<file path="src/rtl/rs_pkg.sv">
// Shared types and widths for the ALU reservation station.
// Slot record, ROB tag width and command-word field positions.
package rs_pkg;
    localparam int ROBsize       = 32;
    localparam int ROBsizeLog    = $clog2(ROBsize + 1);
    localparam int CMD_W         = 10;
    localparam int DATA_W        = 64;
    localparam int ALU_CNTRL_LSB = 2;
    localparam int ALU_CNTRL_MSB = 4;

    typedef logic [ROBsizeLog-1:0] rob_tag_t;

    typedef struct packed {
        logic              valid;
        logic [CMD_W-1:0]  cmd;
        rob_tag_t          tag;
        logic              rdy1;
        rob_tag_t          src1;
        logic [DATA_W-1:0] val1;
        logic              rdy2;
        rob_tag_t          src2;
        logic [DATA_W-1:0] val2;
    } rsEntry_t;

    function automatic logic [ALU_CNTRL_MSB-ALU_CNTRL_LSB:0] alu_cntrl(input logic [CMD_W-1:0] cmd);
        return cmd[ALU_CNTRL_MSB:ALU_CNTRL_LSB];
    endfunction
endpackage

</file>
<file path="src/rtl/rs_select.sv">
// Issue selection: eligible vector -> one-hot grant.
// RS_AGE_PRIORITY_EN selects oldest-first via an age matrix; otherwise lowest index wins.
module rs_select #(
    parameter int N = 4
) (
    input  logic         clk_i,
    input  logic         reset_i,
    input  logic [N-1:0] eligible_i,
    input  logic [N-1:0] alloc_i,
    input  logic         flush_i,
    output logic [N-1:0] grant_o,
    output logic         any_o
);
    assign any_o = |eligible_i;

`ifdef RS_AGE_PRIORITY_EN
    // older_q[i][j] set means slot i was dispatched before slot j
    logic [N-1:0] older_q [N];
    logic         blocked;

    always_ff @(posedge clk_i or negedge reset_i) begin
        if (!reset_i) begin
            for (int i = 0; i < N; i++) older_q[i] <= '0;
        end else if (flush_i) begin
            for (int i = 0; i < N; i++) older_q[i] <= '0;
        end else begin
            for (int k = 0; k < N; k++) begin
                if (alloc_i[k]) begin
                    older_q[k] <= '0;
                    for (int j = 0; j < N; j++) begin
                        if (j != k) older_q[j][k] <= 1'b1;
                    end
                end
            end
        end
    end

    always_comb begin
        grant_o = '0;
        blocked = 1'b0;
        for (int i = 0; i < N; i++) begin
            blocked = 1'b0;
            for (int j = 0; j < N; j++) begin
                if (j != i && eligible_i[j] && older_q[j][i]) blocked = 1'b1;
            end
            grant_o[i] = eligible_i[i] && !blocked;
        end
    end
`else
    logic taken;
    logic unused_age;

    assign unused_age = ^{clk_i, reset_i, alloc_i, flush_i};

    always_comb begin
        grant_o = '0;
        taken   = 1'b0;
        for (int i = 0; i < N; i++) begin
            if (eligible_i[i] && !taken) begin
                grant_o[i] = 1'b1;
                taken      = 1'b1;
            end
        end
    end
`endif
endmodule

</file>
<file path="src/rtl/alu_reservation_station.sv">
// ALU reservation station: slot array with CDB wakeup and one-op-per-cycle issue.
// Optional oldest-first issue when RS_AGE_PRIORITY_EN is defined.
module alu_reservation_station
    import rs_pkg::*;
#(
    parameter int RSentries = 4
) (
    input  logic                  clk_i,
    input  logic                  reset_i,
    input  logic                  flush_i,
    input  logic                  dispatchValid_i,
    output logic                  dispatchReady_o,
    input  logic [CMD_W-1:0]      dispatchCommands_i,
    input  logic [ROBsizeLog-1:0] dispatchTag_i,
    input  logic [DATA_W-1:0]     dispatchVal1_i,
    input  logic [DATA_W-1:0]     dispatchVal2_i,
    input  logic                  dispatchRdy1_i,
    input  logic                  dispatchRdy2_i,
    input  logic [ROBsizeLog-1:0] dispatchSrc1_i,
    input  logic [ROBsizeLog-1:0] dispatchSrc2_i,
    input  logic                  cdbValid_i,
    input  logic [ROBsizeLog-1:0] cdbTag_i,
    input  logic [DATA_W-1:0]     cdbVal_i,
    output logic [DATA_W-1:0]     reservationStationVal1_o,
    output logic [DATA_W-1:0]     reservationStationVal2_o,
    output logic [CMD_W-1:0]      reservationStationCommands_o,
    output logic [ROBsizeLog-1:0] reservationStationTag_o,
    output logic                  readyRS_o,
    input  logic                  stallRS_i
);
    rsEntry_t slot_q [RSentries];
    rsEntry_t slot_d [RSentries];
    rsEntry_t new_entry;
    rsEntry_t issue_entry;

    logic [RSentries-1:0] free_vec;
    logic [RSentries-1:0] eligible_vec;
    logic [RSentries-1:0] alloc_vec;
    logic [RSentries-1:0] alloc_fire;
    logic [RSentries-1:0] grant_vec;
    logic                 alloc_taken;
    logic                 any_eligible;
    logic                 dispatch_fire;
    logic                 issue_fire;

    always_comb begin
        free_vec     = '0;
        eligible_vec = '0;
        alloc_vec    = '0;
        alloc_taken  = 1'b0;
        for (int i = 0; i < RSentries; i++) begin
            free_vec[i]     = !slot_q[i].valid;
            eligible_vec[i] = slot_q[i].valid && slot_q[i].rdy1 && slot_q[i].rdy2;
            if (!slot_q[i].valid && !alloc_taken) begin
                alloc_vec[i] = 1'b1;
                alloc_taken  = 1'b1;
            end
        end
    end

    assign dispatchReady_o = |free_vec;
    assign dispatch_fire   = dispatchValid_i && dispatchReady_o && !flush_i;
    assign alloc_fire      = dispatch_fire ? alloc_vec : '0;
    assign issue_fire      = any_eligible && !stallRS_i && !flush_i;

    rs_select #(.N(RSentries)) u_select (
        .clk_i      (clk_i),
        .reset_i    (reset_i),
        .eligible_i (eligible_vec),
        .alloc_i    (alloc_fire),
        .flush_i    (flush_i),
        .grant_o    (grant_vec),
        .any_o      (any_eligible)
    );

    // An operand produced on the CDB in the dispatch cycle is captured here, not lost.
    always_comb begin
        new_entry       = '0;
        new_entry.valid = 1'b1;
        new_entry.cmd   = dispatchCommands_i;
        new_entry.tag   = dispatchTag_i;
        new_entry.src1  = dispatchSrc1_i;
        new_entry.src2  = dispatchSrc2_i;
        new_entry.rdy1  = dispatchRdy1_i;
        new_entry.val1  = dispatchVal1_i;
        new_entry.rdy2  = dispatchRdy2_i;
        new_entry.val2  = dispatchVal2_i;
        if (!dispatchRdy1_i && cdbValid_i && cdbTag_i == dispatchSrc1_i) begin
            new_entry.rdy1 = 1'b1;
            new_entry.val1 = cdbVal_i;
        end
        if (!dispatchRdy2_i && cdbValid_i && cdbTag_i == dispatchSrc2_i) begin
            new_entry.rdy2 = 1'b1;
            new_entry.val2 = cdbVal_i;
        end
    end

    always_comb begin
        for (int i = 0; i < RSentries; i++) begin
            slot_d[i] = slot_q[i];
            if (slot_q[i].valid && cdbValid_i) begin
                if (!slot_q[i].rdy1 && slot_q[i].src1 == cdbTag_i) begin
                    slot_d[i].rdy1 = 1'b1;
                    slot_d[i].val1 = cdbVal_i;
                end
                if (!slot_q[i].rdy2 && slot_q[i].src2 == cdbTag_i) begin
                    slot_d[i].rdy2 = 1'b1;
                    slot_d[i].val2 = cdbVal_i;
                end
            end
            if (issue_fire && grant_vec[i]) slot_d[i].valid = 1'b0;
            if (alloc_fire[i])              slot_d[i] = new_entry;
            if (flush_i)                    slot_d[i].valid = 1'b0;
        end
    end

    always_ff @(posedge clk_i or negedge reset_i) begin
        if (!reset_i) begin
            for (int i = 0; i < RSentries; i++) slot_q[i] <= '0;
        end else begin
            for (int i = 0; i < RSentries; i++) slot_q[i] <= slot_d[i];
        end
    end

    // With no grant the outputs fall back to slot 0.
    always_comb begin
        issue_entry = slot_q[0];
        for (int i = 0; i < RSentries; i++) begin
            if (grant_vec[i]) issue_entry = slot_q[i];
        end
    end

    assign readyRS_o                    = any_eligible;
    assign reservationStationVal1_o     = issue_entry.val1;
    assign reservationStationVal2_o     = issue_entry.val2;
    assign reservationStationCommands_o = issue_entry.cmd;
    assign reservationStationTag_o      = issue_entry.tag;
endmodule

</file>
<file path="config.mk">
export PLATFORM = sky130hd
export DESIGN_NAME = alu_reservation_station
export DESIGN_NICKNAME = d
export VERILOG_FILES = /design/src/rtl/rs_pkg.sv /design/src/rtl/rs_select.sv /design/src/rtl/alu_reservation_station.sv
export SDC_FILE = /design/constraint.sdc
export NUM_CORES = 2
export LEC_CHECK = 0
export BUFFER_PORTS_ARGS = -buffer_cell sky130_fd_sc_hd__buf_2
export CAP_MARGIN = 40
export CORE_MARGIN = 5
export CORE_UTILIZATION = 29
export CTS_CLUSTER_DIAMETER = 40
export CTS_CLUSTER_SIZE = 12
export DETAILED_ROUTE_END_ITERATION = 10
export SKIP_CTS_REPAIR_TIMING = 1
export SLEW_MARGIN = 0
export SYNTH_ARGS = -nofsm -noshare
export SYNTH_HDL_FRONTEND = slang
export SYNTH_SLANG_ARGS = --single-unit
</file>
<file path="constraint.sdc">
create_clock -name clk_i -period 3.35 [get_ports clk_i]
set_input_delay 1.005 -clock clk_i [delete_from_list [all_inputs] [get_ports clk_i]]
set_output_delay 1.005 -clock clk_i [all_outputs]
set_load 0.02 [all_outputs]
</file>
# Yosys cells after proc, flatten, opt, wreduce, memory -nomap -nowiden
# Index checks and enable logic that the tools add are counted.
# totals
register_bits	636
output_inout_bits	146
inputBits	234
elab_cells	191
# classes
reduce_logical	85
n_mux	60
eq_ne	10
# ops
op	n
$mux 64	14
$mux 159	4
$mux 158	3
$mux 65	4
$eq 6x6->1	10
$logic_and 1x1->1	38
$mux 1	34
$reduce_bool 2->1	12
$logic_not 1->1	21
$reduce_and 2->1	8
$reduce_bool 3->1	4
$reduce_or 4->1	2
$mux 4	1

# Logic depth before layout (Yosys ltp)
# logic_depth
ltp_word	16
ltp_mapped	9

# Modules after synthesis
# Synthesis repeated with hierarchy kept, for this count alone.
# hier_totals
cells_unflattened	3270
hier_area_um2	32700.1
# by_module_without_submodules
mod	cells_per_inst	instances	area_each_um2
alu_reservation_station	3265	1	32662.6
rs_select	5	1	37.5

# Least setup slack after synthesis
# No wires, ideal clock.
# synth_path
path_kind	register to output
start	reg slot_q[476] (netlist name)
end	out reservationStationTag_o[0]
path_slack_ps	405
stages_incl_launch_ff	10
path_buffers	4
t_arrival_ps	1940
cell_sequence	dfrtp_1 buf_4 nand3_1 and3_1 nand2b_1 buf_2 buf_2 clkbuf_1 o21ai_0 o21ai_0
# synth_between
elab_chain_len	11
word_cells_on_any_way	15
# synth_lines
item	line	rtl
$logic_and 1x1->1 * (2 in a row)	alu_reservation_station.sv:53	eligible_vec[i] = slot_q[i].valid && slot_q[i].rdy1 && slot_q[i].rdy2;
$logic_and 1x1->1 *	rs_select.sv:59	if (eligible_i[i] && !taken) begin
$mux 1	rs_select.sv:59	
$logic_not 1->1	rs_select.sv:59	
$logic_and 1x1->1	rs_select.sv:59	
$mux 1	rs_select.sv:59	
$logic_not 1->1	rs_select.sv:59	
$logic_and 1x1->1	rs_select.sv:59	
$mux 1	rs_select.sv:59	
$mux 158 *	alu_reservation_station.sv:129	if (grant_vec[i]) issue_entry = slot_q[i];
end: declaration	alu_reservation_station.sv:27	output logic [ROBsizeLog-1:0] reservationStationTag_o,
# Every way passes the cells marked *; elsewhere a longest branch is shown, timed or not.

# Final worst setup path
# layout_path
start	reg slot_q[618] (netlist name)
end	out reservationStationVal1_o[6]
# layout_between
elab_chain_len	13
word_cells_on_any_way	17
# layout_lines
item	line	rtl
$logic_and 1x1->1 * (2 in a row)	alu_reservation_station.sv:53	
$mux 1 *	rs_select.sv:59	
$logic_not 1->1	rs_select.sv:59	
$logic_and 1x1->1	rs_select.sv:59	
$mux 1	rs_select.sv:59	
$logic_not 1->1	rs_select.sv:59	
$logic_and 1x1->1	rs_select.sv:59	
$mux 1	rs_select.sv:59	
$logic_not 1->1	rs_select.sv:59	
$logic_and 1x1->1	rs_select.sv:59	
$mux 1	rs_select.sv:59	
$mux 158 *	alu_reservation_station.sv:129	
end: declaration	alu_reservation_station.sv:24	output logic [DATA_W-1:0] reservationStationVal1_o,
# Marked as above.

==> flow_summary.ini <==
[power_and_ir_drop]
power_frac_seq_pct = 35.5
swShare_pct = 29.4
leakage_nw = 19.3
peakVddDrop_mv = 0.410
p_sw_w = 0.00850
clockPowerShare_pct = 41.2
p_int_w = 0.0205
combPwrFrac_pct = 23.3
p_per_area_nw_per_um2 = 649

[detailed_routing]
drt-wirelength-per-cell_um = 26.9
drc = 0
vias = 31500
viasPerCell = 5.70
routed_wl_um = 149000
first_pass_iters = 5
drt_iter0_drc = 3178
ant_nets = 0

[clock_network]
cts_buffer_depth = 3
cts_sinks = 636
htreeDepth = 3
root_buffer = clkbuf_16
cts.clk_slew.worst_paths_ns = 0.06
numCtsBuffers = 114
clk_latency_ns = 0.70
cts_tree = done

[floorplan]
die_area_um2 = 121000
row_count = 124
die_y_um = 348
initial_core_util_pct = 29.1
core_area_um2 = 114000
fp.dieW_um = 348
num_io_pins = 380

[sta]
tns_ns = -21.04
setup_slack_ns = -0.228
fin_crit_ns = 3.58
rsz0062_at_grt = yes
worstMarginPinSlew_ns = 0.837
final_hold_viol_count = 0
skew_ns = 0.0412
finalCritPeriodShare_pct = 107
slew_headroom_pct = 44.1
setup_violations = 144
max_freq_ghz = 0.280
final_max_slew_viol_count = 0

[synthesis]
synthArstFlopShare_pct = 100
synth_top_area_share_pct = 48.0
synth.net_count = 3803
yosys-top-cells-area = dfrtp_1, nand2_1, o32a_1
synth_enable_flop_cells = 0
avgSynthCellArea_um2 = 9.29
synthCells = 3569
ys_ff_latch = 636
synth_top_area_cell = dfrtp_1
synthFlopType = dfrtp_1
ys_warn_count = 0
ys_seq_area_share_pct = 48.0
synth.distinct_cells = 53
synth_area_um2 = 33200

[run_status]
violations = setup timing
outcome = finished, violations left

[job]
maxCapViolCount = 0

[global_route]
top_usage_layer = met2
overflow = 0
grt_start_max_net_pins = 92
met1_usage_pct = 28.2
grt_use_total_pct = 21.5
use_met2_pct = 35.7
grt_pass1_vias = 31000
use_met3_pct = 3.81
antenna_found_initial = 19
grt_first_pass_wirelength_um = 203000

[final_layout]
area.growth.synth_to_final_pct = 34.6
final_cell_mix = nand2_1, dfrtp_1, buf_2
layout-drive-gt1-share_pct = 28.8
mostFrequentLayoutCell = nand2_1
fin_cells = 5523
nets = 4130
regMostFlops = slot_q
top_regs = slot_q (636)
largest_register_ffs = 636
post-route-util_pct = 39.2

[placement]
dp_hpwl_um = 81100
place_congestion = 0.819
io_buffers = 379
dp.cells = 5215

[setup_path]
crit_path_end_kind = output pin
arrival_ns = 2.57
cp.required_ns = 2.34
startpoint_type = flop
critical_path_peak_fanout = 6
worstSetupPathType = flop to output pin

[min_path]
hold_class = primary input to asynchronous set/reset pin
final cells by class:
cell class,count,area (µm²)
clock inverter,74,833
tap,1512,1890
inverter,64,240
fill,11200,69400
sequential,636,15900
multi-input combinational,2476,16600
antenna,16,40.0
clock buffer,141,3130
timing repair buffer,604,6000
worst max-delay path, stage by stage, from the launching register on:
cell and delay [ns]:
dfrtp_1 0.42, nand3_4 0.13, nor2b_4 0.21, buf_12 0.17, buf_12 0.14, buf_8 0.20, nand2_1 0.08, and3_1 0.16
o21ai_1 0.19, buf_4 0.18
Yosys cell counts (3+ instances only):
library cell and instances:
nand2_1 783, dfrtp_1 636, o21ai_0 254, o32a_1 194, o21a_1 192, clkbuf_1 170, and3_1 146, nor2_1 138
or3_1 130, buf_2 124, o221a_1 120, o221a_2 72, a21oi_1 70, inv_1 64, o22ai_1 64, o32ai_1 64
nand2b_1 61, clkbuf_2 60, xnor2_1 48, o21ai_1 45, buf_6 19, nand3_1 19, buf_1 11, buf_4 9
nor2b_1 7, xnor2_2 6, xor2_1 6, nand4_1 5, nand4b_1 5, nor3_1 5, o21ai_2 5, or2b_1 5
a21oi_2 4, and3b_1 3, nor4_1 3
worst paths after layout:
kind,from,to,depth (start not counted),slack [ns]
max in group asynchronous,reset_i,slot_q[539]$_DFFE_PN0P_,3,2.00
worst min register to register,slot_q[310]$_DFFE_PN0N_,slot_q[310]$_DFFE_PN0N_,2,0.47
worst max register to register,slot_q[384]$_DFFE_PN0N_,slot_q[351]$_DFFE_PN0P_,7,1.07
min in group clk_i,slot_q[310]$_DFFE_PN0N_,slot_q[310]$_DFFE_PN0N_,2,0.47
worst min-delay path,reset_i,slot_q[28]$_DFFE_PN0P_,1,0.25
worst max-delay path,slot_q[618]$_DFFE_PN0P_,reservationStationVal1_o[6],9,-0.23
through the flow:
stage               setup WS (ns)  power, W  area (µm²)  hold WS, ns
floorplan                   0.405    0.0139       33200        0.440
global placement            0.177    0.0158       37100        0.452
detailed placement          0.124    0.0159       37100        0.457
CTS                        -0.640    0.0280       41100        0.245
global route               -0.321    0.0302       44600        0.255
finish                     -0.228    0.0290       44600        0.251
per-layer routing:
metal / vias up / wire length (µm)
met5: - / 30
met1: 15900 / 59500
li1: 13600 / -
met3: 339 / 12300
met4: 6 / 5950
met2: 1632 / 71100
kinds of logic after synthesis:
| group | synth area share, % |
|---|---|
| flip-flops | 48.0 |
| AND/OR/NAND/NOR | 18.3 |
| buffers and inverters | 6.40 |
| AO/OA/AOI/OAI | 25.6 |
| XOR/XNOR | 1.72 |
power groups by stage:
stage                     clock, W  combinational (W)  sequential [W]
after floorplan                  0            0.00391          0.0100
after global placement           0            0.00554          0.0102
after detailed placement         0            0.00565          0.0103
after CTS                   0.0121            0.00568          0.0102
after global routing        0.0125            0.00726          0.0104
final                       0.0119            0.00675          0.0103
Power figures use the tool's default switching activity.
